$ cat src/rtl/encoder_8to3_pkg.sv
// Shared constants and state type for the 8:3 encoder serializer.
package encoder_8to3_pkg;

    localparam int WIDTH  = 8;
    localparam int CODE_W = $clog2(WIDTH);

    typedef enum logic {
        IDLE = 1'b0,
        BUSY = 1'b1
    } enc_state_t;

endpackage

$ cat src/rtl/prio_enc_8to3.sv
// Combinational lowest-set-bit priority encoder: index, found flag and one-hot mask.
module prio_enc_8to3
    import encoder_8to3_pkg::*;
(
    input  logic [WIDTH-1:0]  in,
    output logic [CODE_W-1:0] code,
    output logic              found,
    output logic [WIDTH-1:0]  onehot
);

    // Scan from the top down so the lowest set bit is the last one written.
    always_comb begin
        code  = '0;
        found = 1'b0;
        for (int i = WIDTH - 1; i >= 0; i--) begin
            if (in[i]) begin
                code  = CODE_W'(i);
                found = 1'b1;
            end
        end
    end

    assign onehot = in & (~in + WIDTH'(1));

endmodule

$ cat src/rtl/encoder_8to3_serializer.sv
// Serializes a multi-hot request vector into ascending 3-bit indices, one per handshaked beat.
module encoder_8to3_serializer
    import encoder_8to3_pkg::*;
(
    input  logic              clk,
    input  logic              rst_n,
    input  logic              enable,
    input  logic              in_valid,
    output logic              in_ready,
    input  logic [WIDTH-1:0]  in_vec,
    output logic              out_valid,
    input  logic              out_ready,
    output logic [CODE_W-1:0] out_code,
    output logic              out_last,
    output logic              out_none
);

    enc_state_t        state_q, state_d;
    logic [WIDTH-1:0]  pend_q, pend_d;
    logic [CODE_W-1:0] code_q, code_d;
    logic              last_q, last_d;
    logic              none_q, none_d;
    logic              valid_q, valid_d;

    logic [CODE_W-1:0] in_code, pend_code;
    logic              in_found, pend_found;
    logic [WIDTH-1:0]  in_onehot, pend_onehot;
    logic [WIDTH-1:0]  in_rest, pend_rest;

    prio_enc_8to3 u_enc_in (
        .in     (in_vec),
        .code   (in_code),
        .found  (in_found),
        .onehot (in_onehot)
    );

    prio_enc_8to3 u_enc_pend (
        .in     (pend_q),
        .code   (pend_code),
        .found  (pend_found),
        .onehot (pend_onehot)
    );

    assign in_rest   = in_vec & ~in_onehot;
    assign pend_rest = pend_q & ~pend_onehot;

    assign in_ready  = (state_q == IDLE) && enable && rst_n;
    assign out_valid = valid_q;
    assign out_code  = code_q;
    assign out_last  = last_q;
    assign out_none  = none_q;

    always_comb begin
        state_d = state_q;
        pend_d  = pend_q;
        code_d  = code_q;
        last_d  = last_q;
        none_d  = none_q;
        valid_d = valid_q;
        unique case (state_q)
            IDLE: begin
                if (in_valid && in_ready) begin
                    state_d = BUSY;
                    valid_d = 1'b1;
                    if (in_found) begin
                        code_d = in_code;
                        pend_d = in_rest;
                        last_d = (in_rest == '0);
                        none_d = 1'b0;
                    end else begin
                        // All-zero vector still produces a single marker beat.
                        code_d = '0;
                        pend_d = '0;
                        last_d = 1'b1;
                        none_d = 1'b1;
                    end
                end
            end
            BUSY: begin
                if (out_ready) begin
                    if (last_q) begin
                        state_d = IDLE;
                        valid_d = 1'b0;
                        pend_d  = '0;
                        code_d  = '0;
                        last_d  = 1'b0;
                        none_d  = 1'b0;
                    end else if (pend_found) begin
                        code_d = pend_code;
                        pend_d = pend_rest;
                        last_d = (pend_rest == '0);
                    end
                end
            end
            default: state_d = IDLE;
        endcase
    end

    always_ff @(posedge clk) begin
        if (!rst_n) begin
            state_q <= IDLE;
            pend_q  <= '0;
            code_q  <= '0;
            last_q  <= 1'b0;
            none_q  <= 1'b0;
            valid_q <= 1'b0;
        end else begin
            state_q <= state_d;
            pend_q  <= pend_d;
            code_q  <= code_d;
            last_q  <= last_d;
            none_q  <= none_d;
            valid_q <= valid_d;
        end
    end

endmodule

$ cat config.mk
export PLATFORM = sky130hd
export DESIGN_NAME = encoder_8to3_serializer
export DESIGN_NICKNAME = d
export VERILOG_FILES = /design/src/rtl/encoder_8to3_pkg.sv /design/src/rtl/prio_enc_8to3.sv /design/src/rtl/encoder_8to3_serializer.sv
export SDC_FILE = /design/constraint.sdc
export NUM_CORES = 1
export LEC_CHECK = 0
export ABC_AREA = 0
export BUFFER_PORTS_ARGS = -buffer_cell sky130_fd_sc_hd__buf_4
export CAP_MARGIN = 10
export CORE_UTILIZATION = 45
export CTS_BUF_LIST = sky130_fd_sc_hd__clkbuf_4 sky130_fd_sc_hd__clkbuf_8
export DETAILED_ROUTE_END_ITERATION = 8
export PLACE_DENSITY = 0.68
export SLEW_MARGIN = 15
export SYNTH_ARGS = -nofsm -noshare
export SYNTH_HDL_FRONTEND = slang
export SYNTH_SLANG_ARGS = --single-unit
$ cat constraint.sdc
create_clock -name clk -period 4.92 [get_ports clk]
set_clock_uncertainty 0.1 [all_clocks]
set_input_delay 0.492 -clock clk [delete_from_list [all_inputs] [get_ports clk]]
set_output_delay 0.492 -clock clk [all_outputs]
set_load 0.03 [all_outputs]
### After elaboration in Yosys (flattened, before gate mapping)

Index checks and enable logic that the tools add are counted.

| word-level totals | value |
|---|---|
| flip-flop bits (word level) | 15 |
| bits in latches | 0 |
| RAM bits | 0 |
| bits in read-only memories | 0 |
| bits of input ports | 13 |
| output and inout port bits | 7 |
| word-level logic and storage cells | 90 |
| memories | 0 |

| cells by class | value |
|---|---|
| $add $sub $neg | 2 |
| multiply operators | 0 |
| divide/modulo/power cells | 0 |
| $lt $le $gt $ge | 0 |
| equality and inequality tests | 4 |
| shifts and indexed selects | 0 |
| mux-type cells | 61 |
| bitwise gates (word level) | 9 |
| reduce and logical (&&, ||, !) cells | 8 |

Operator list:

| operator | number |
|---|---|
| $mux 3 | 21 |
| $mux 8 | 5 |
| $and 8x8->8 | 4 |
| $not 8->8 | 4 |
| $mux 1 | 29 |
| $add 8x1->8 const B | 2 |
| $logic_not 8->1 | 2 |
| $pmux 8 s2 | 1 |
| $pmux 1 s2 | 4 |
| $pmux 3 s2 | 1 |
| $reduce_and 3->1 | 2 |
| $ne 2x1->1 const B | 2 |
| $logic_and 1x1->1 | 3 |
| $ne 3x1->1 const B | 1 |
| $ne 2x2->1 const B | 1 |
| $reduce_and 2->1 | 1 |
| $not 1->1 | 1 |

### Longest topological paths before layout

Gate-level depths: netlist of the first run.

| logic depth | value |
|---|---|
| depth in word-level cells | 12 |
| depth in mapped cells | 7 |
| gate-level depth less buffers | 5 |

### Modules after synthesis

A second synthesis of the first run with hierarchy kept.

| second synthesis, totals | value |
|---|---|
| cells, all modules | 152 |
| area, all modules | 1098.6 µm² |

By module, submodules not included:

| module | instances | cells an instance | area an instance (µm²) | sequential area each (µm²) |
|---|---|---|---|---|
| encoder_8to3_serializer | 1 | 106 | 820.8 | 300.3 |
| prio_enc_8to3 | 2 | 23 | 138.9 | 0.0 |

### Worst setup path before layout of the first run

No wires, ideal clock.

| timing path | value |
|---|---|
| path kind | input -> register |
| start | in in_vec[3] |
| end | reg last_q, in the netlist out_last |
| library setup time | 0.060 ns |
| data arrival time | 1.940 ns |
| required time | 4.760 ns |
| path slack | 2.820 ns |
| stages on the path | 6 |
| path buffers | 1 |
| path through | or4_1 > buf_2 > nor3_2 > a221oi_1 > a2111oi_1 > o311a_1 |

| on the way | value |
|---|---|
| longest elaborated chain between the ends | 9 |
| elaborated cells on any way between the ends | 13 |
| those cells by class | add/sub: 1; mux: 7; bitwise: 4; reduce/logical: 1 |

RTL lines:

| item | RTL line | source |
|---|---|---|
| from (decl) | encoder_8to3_serializer.sv:10 | `input logic [WIDTH-1:0] in_vec,` |
| $not 8->8 | prio_enc_8to3.sv:23 | `assign onehot = in & (~in + WIDTH'(1));` |
| $add 8x1->8 | prio_enc_8to3.sv:23 |  |
| $and 8x8->8 | prio_enc_8to3.sv:23 |  |
| $not 8->8 | encoder_8to3_serializer.sv:44 | `assign in_rest = in_vec & ~in_onehot;` |
| $and 8x8->8 | encoder_8to3_serializer.sv:44 |  |
| $logic_not 8->1 | encoder_8to3_serializer.sv:68 | `last_d = (in_rest == '0);` |
| $mux 1 * | encoder_8to3_serializer.sv:65 | `if (in_found) begin` |
| $mux 1 * | encoder_8to3_serializer.sv:62 | `if (in_valid && in_ready) begin` |
| $pmux 1 s2 * | encoder_8to3_serializer.sv:60 | `unique case (state_q)` |
| to (signal assigned) | encoder_8to3_serializer.sv:111 | `last_q <= last_d;` |
| to (decl) | encoder_8to3_serializer.sv:21 | `logic last_q, last_d;` |

Every way passes the cells marked *; elsewhere a longest branch is shown, timed or not. The select of a mux whose other input is x is not followed.
A chain may end at the register's enable or synchronous reset.

### Final worst setup path of the first run

Same ends and word-level chain as after synthesis.

==> impl_metrics.py, run 1 <==
metrics = {
    "synth": {
        "seq_area_frac_synth": 0.306,
        "ys_types": 38,
        "netlist.area_leader.share": 0.306,
        "yosysMostFrequentCell": "dfxtp_1",
        "synth_edf_count": 0,
        "async_reset_ff_frac": 0,
        "synth.area.top_cells": "dfxtp_1 (31%), nand2_1 (4.5%), nand3_1 (4.4%), nor3_1 (3.8%), o21ai_0 (3.8%)",
        "syn_nets": 134,
        "synthCells": 121,
        "ys_warn_count": 0,
        "synth.avg_cell_area_sq_um": 7.57,
        "synth_largest_area_cell": "dfxtp_1",
        "synthTopCellsByCount": "dfxtp_1 (14), nand2_1 (11), nand3_1 (8), nor2_1 (8)",
        "syn_area_sq_um": 916,
        "ys.flop_type": "dfxtp_1",
        "ys_ff_latch": 14,
    },
    "cts": {
        "clock_latency_ps": 280,
        "cts_setup_buffers": 0,
        "htreeDepth": 1,
        "cts_tree": "built",
        "cts_resized": 0,
        "hold_buffers": 0,
        "cts_buffer_depth": 2,
        "cts_buffers": 3,
        "clkTransAtPathRegs_ps": 90,
        "clock-sinks": 14,
        "cts_root_buffer": "clkbuf_4",
    },
    "timing": {
        "finalSetupTns_ps": 0,
        "slew_viol_final": 0,
        "rsz0062_at_grt": "no",
        "period_share": 0.458,
        "min_period_ps": 2250,
        "fmax_mhz": 444,
        "tightest_slew_ps": 722,
        "hold_viol": 0,
        "setup_violations": 0,
        "max_slew_margin": 0.516,
    },
    "routing": {
        "drtIter0Drc": 48,
        "routed_wl_mm": 2.24,
        "antenna_left": 0,
        "met1_length_mm": 1.10,
        "viasPerCell": 6.02,
        "drc_errors": 0,
        "num_vias": 969,
        "dr.pass1.iters": 5,
        "top_layer": "met4",
        "route.met3.wl_microns": 137,
        "wl_met2_microns": 985,
        "avgRoutedWirePerCell_microns": 13.9,
    },
    "global_route": {
        "grt_pass1_wl_mm": 3.43,
        "grt_max_degree": 16,
        "grt_pass1_vias": 726,
        "grt_overflow_total": 0,
        "antenna_found_initial": 0,
        "grtUsageTotal": 0.219,
    },
    "finish": {
        "layout-drive-gt1-share": 0.206,
        "areaGrowthSynthToFinish_pct": 18.4,
        "fin_nets": 150,
        "diodes": 0,
        "design_area_sq_mm": 0.00108,
        "final_cells": 161,
    },
    "pwr": {
        "powerDensity_mw_per_mm2": 258,
        "power_leakage_uw": 0.000436,
        "vdd_drop_max_mv": 0.173,
    },
    "floorplanning": {
        "die_h_microns": 47.1,
        "io_pins": 20,
        "coreArea_sq_mm": 0.00182,
        "die_w_microns": 47.1,
        "placementRows": 15,
        "start_util": 0.503,
        "die_area_sq_mm": 0.00222,
    },
    "critical_path": {
        "cp-start-kind": "input pin",
        "cp_max_fo": 6,
        "critPathKind": "input pin to register",
        "arrival_ps": 2380,
        "critPathTopFamily": "compound AO/OA/AOI/OAI gates",
        "crit_buf_inv": 1,
        "path_cells": "buf_4 -> or4_1 -> o21ai_1 -> a221oi_1 -> a2111oi_1 -> o311a_1",
        "crit_required_ps": 5050,
        "cp-end-kind": "register",
        "cp_slowest_stage_delay_ps": 660,
        "slowest_stage": "or4_1",
    },
    "placed_design": {
        "placed_area_sq_mm": 0.00105,
        "dp_hpwl_mm": 1.63,
        "gp_congestion": 0.869,
        "placed_cells": 157,
        "port_buffers": 19,
    },
    "run": {
        "cap_violations": 0,
    },
    "run_status": {
        "status": "finished, final reports clean",
    },
    "hold_path": {
        "min_path_type": "register to register",
    },
}
-- routing by layer --
layer | vias up | GRT usage
met1 | 437 | 0.345
li1 | 485 | -
met2 | 41 | 0.308
met4 | 0 | 0.0514
met3 | 6 | 0.0346
met5 | - | 0
-- worst register-to-register path, stage by stage, from the launching register on --
cell and delay (ps):
dfxtp_1 460, and3b_1 310, nand2_1 220, o21ai_1 480
o311ai_0 270, o211a_1 190
-- cell usage in the layout, fill, tap and decap left out --
master | netlist | routed
o21ai_0 | 7 | 7
maj3_1 | 1 | 1
buf_4 | 0 | 19
clkbuf_4 | 0 | 3
a21boi_0 | 4 | 4
or4_1 | 1 | 1
and2_1 | 1 | 1
nand3_1 | 8 | 8
o22ai_1 | 2 | 2
o21bai_1 | 2 | 2
nor4_2 | 1 | 1
clkbuf_8 | 0 | 1
a32o_1 | 1 | 1
o311ai_0 | 3 | 3
nor3_2 | 1 | 1
o211a_1 | 2 | 2
o31ai_1 | 3 | 3
nor2b_1 | 4 | 4
or2_2 | 1 | 1
a211oi_1 | 1 | 1
and3b_1 | 1 | 1
o211ai_1 | 1 | 1
nor4_1 | 5 | 5
nor3_1 | 7 | 7
o21a_1 | 3 | 3
nand2b_1 | 1 | 1
or4_4 | 1 | 1
o311a_1 | 1 | 1
dfxtp_1 | 14 | 14
a31o_2 | 1 | 1
inv_1 | 5 | 5
nand2_1 | 11 | 11
a21oi_1 | 5 | 5
a31oi_1 | 2 | 2
a2111oi_1 | 1 | 1
o21ai_1 | 2 | 2
nor2_1 | 8 | 8
a221oi_1 | 1 | 1
-- cell families (layout without fill, tap and decap cells) --
kind of cell	after synthesis	after routing	synth area share
flops	14	14	0.306
fa+ha+maj	1	1	0.0109
compound gates	42	42	0.321
buf+inv	13	28	0.0656
simple gates	51	51	0.296
-- state kept, by name, indices dropped and copies added (netlist names) --
name,count
out_valid,1
state_q,1
out_code,3
pend_q,7
out_last,1
out_none,1
-- power breakdown --
group          internal [uW]  switching (uW)
registers                120            10.5
clock network           45.0            38.7
logic                   29.1            37.1
total                    194            86.2
-- through the flow --
step                       util  total power (uW)  hold slack (ps)  worst slack, ps
final                     0.596               280              375             2670
after global routing      0.596               293              375             2620
after CTS                 0.596               280              372             2750
after detailed placement  0.576               199              358             2460
after global placement    0.576               197              365             2460
after floorplan               -               174              443             2820
-- layout make-up --
type / instances / area (sq um)
fill: 178 / 736
multi-input combinational: 94 / 576
sequential: 14 / 280
timing repair buffer: 19 / 143
clock buffer: 4 / 36.3
tap: 25 / 31.3
inverter: 5 / 18.8
-- final timing paths --
check	to	cells after the start	slack [ps]	from
setup reg to reg	out_code[2]	5	2800	state_q
hold reg to reg	out_valid	2	370	out_valid
setup / recovery	out_last	6	2670	in_vec[3]
hold / removal	out_valid	2	370	out_valid
(Power assumes the default switching activity.)
==> run 2, diff against run 1 <==
--- a/config.mk
+++ b/config.mk
@@ -11,7 +11,7 @@
 export CORE_UTILIZATION = 45
 export CTS_BUF_LIST = sky130_fd_sc_hd__clkbuf_4 sky130_fd_sc_hd__clkbuf_8
 export DETAILED_ROUTE_END_ITERATION = 8
-export PLACE_DENSITY = 0.68
+export PLACE_DENSITY = 0.71
 export SLEW_MARGIN = 15
 export SYNTH_ARGS = -nofsm -noshare
 export SYNTH_HDL_FRONTEND = slang
==> constraint.sdc (replaced) <==
create_clock -name clk -period 1.9 [get_ports clk]
set_clock_uncertainty 0.1 [all_clocks]
set_input_delay 0.19 -clock clk [delete_from_list [all_inputs] [get_ports clk]]
set_output_delay 0.19 -clock clk [all_outputs]
set_load 0.03 [all_outputs]
==> impl_metrics.py, run 2 (synthesized netlist as in run 1, its figures left out) <==
metrics = {
    "run_status": {
        "status": "finished, final reports clean",
    },
    "routing": {
        "avgRoutedWirePerCell_microns": 13.9,
        "drc_errors": 0,
        "routed_wl_mm": 2.55,
        "antenna_left": 0,
        "num_vias": 1060,
        "drtIter0Drc": 21,
        "dr.pass1.iters": 4,
        "viasPerCell": 5.79,
    },
    "cts": {
        "clock_latency_ps": 280,
        "cts_tree": "built",
        "cts_root_buffer": "clkbuf_4",
        "hold_buffers": 0,
        "cts_buffer_depth": 2,
        "clkTransAtPathRegs_ps": 90,
        "htreeDepth": 1,
        "cts_setup_buffers": 0,
        "cts_buffers": 3,
        "clock-sinks": 14,
    },
    "floorplanning": {
        "die_area_sq_mm": 0.00222,
        "placementRows": 15,
        "start_util": 0.503,
        "io_pins": 20,
        "die_h_microns": 47.1,
        "die_w_microns": 47.1,
        "coreArea_sq_mm": 0.00182,
    },
    "finish": {
        "layout-drive-gt1-share": 0.323,
        "final_cells": 183,
        "n_fill_cell": 173,
        "design_area_sq_mm": 0.00126,
        "fin_nets": 172,
        "layout_common_cells": "buf_4 (41), dfxtp_1 (14), nand2_1 (11)",
        "seq_area_sq_um": 280,
        "diodes": 0,
        "top_register": "pend_q",
        "largest_reg_flops": 7,
        "layout_commonest_cell": "buf_4",
        "multi_input_area_sq_um": 582,
        "areaGrowthSynthToFinish_pct": 37.2,
    },
    "critical_path": {
        "arrival_ps": 1940,
        "cp-start-kind": "register",
        "cp_max_fo": 9,
        "crit_required_ps": 2040,
        "cp-end-kind": "register",
        "critPathKind": "register to register",
    },
    "pwr": {
        "powerDensity_mw_per_mm2": 620,
        "power_leakage_uw": 0.000550,
        "vdd_drop_max_mv": 0.440,
    },
    "placed_design": {
        "placed_cells": 179,
        "place_ws_ps": -97.5,
        "port_buffers": 19,
        "placed_area_sq_mm": 0.00121,
        "dp_hpwl_mm": 1.99,
        "gp_congestion": 0.846,
    },
    "global_route": {
        "grtUsageTotal": 0.264,
        "grt_overflow_total": 0,
        "grt_max_degree": 16,
        "grt_pass1_wl_mm": 4.09,
        "antenna_found_initial": 0,
        "grt_pass1_vias": 989,
    },
    "timing": {
        "max_slew_margin": 0.715,
        "holdWs_ps": 71.1,
        "slew_viol_final": 0,
        "min_period_ps": 1810,
        "rsz0062_at_grt": "no",
        "hold_viol": 0,
        "tightest_slew_ps": 422,
        "fmax_mhz": 553,
        "worst_slack_ps": 90.2,
        "setup_violations": 0,
        "finalSetupTns_ps": 0,
        "period_share": 0.953,
    },
    "run": {
        "cap_violations": 0,
    },
    "hold_path": {
        "min_path_type": "input pin to register",
    },
}
[run 2: changes by cell type in the layout (fill, tap and decap cells not counted), sizes merged]
cell / change
buf: +22
[run 2: metrics by stage]
stage,power (uW),utilization
2_1_floorplan,450,-
4_1_cts,777,0.687
6_report,778,0.690
5_1_grt,814,0.690
3_5_place_dp,556,0.667
3_3_place_gp,551,0.667
[run 2: critical path, stage by stage (launching register included)]
cell and delay [ps]:
dfxtp_1 320, or4_4 540, nor4_2 170, o21ai_1 130, buf_4 180, o311ai_0 100, o211a_1 210
[run 2: repair_timing]
item | CTS | global route
resized for setup | 0 | 1
hold endpoints to repair | 0 | 0
endpoints found under the setup margin | 0 | 4
[run 2: report_power, final]
part           switching [uW]  leakage [uW]  internal (uW)  total, uW
registers                10.0      0.000114            311        321
clock network             107     0.0000210            117        223
logic                     125      0.000415            109        235
total                     242      0.000550            537        778
[run 2: final timing paths]
path | startpoint | to | slack [ps] | depth (start not counted)
worst max-delay path | pend_q[1] | out_code[2] | 90 | 6
worst min-delay path | in_vec[6] | pend_q[6] | 70 | 2
worst min register to register | out_valid | out_valid | 370 | 2
worst max register to register | pend_q[1] | out_code[2] | 90 | 6
[run 2: metal layers]
| layer | track usage | wire, microns |
|---|---|---|
| met4 | 0.120 | 19 |
| met2 | 0.450 | 1210 |
| met3 | 0.0115 | 83 |
| met5 | 0 | 0 |
| met1 | 0.346 | 1230 |
[run 2: area by class of cell]
cell class / count / share of cell area
flip-flops and latches: 14 / 0.223
well taps: 25 / 0.0249
clock buffers: 4 / 0.0289
inverters: 5 / 0.0149
repair buffers: 41 / 0.245
multi-input cells: 94 / 0.463
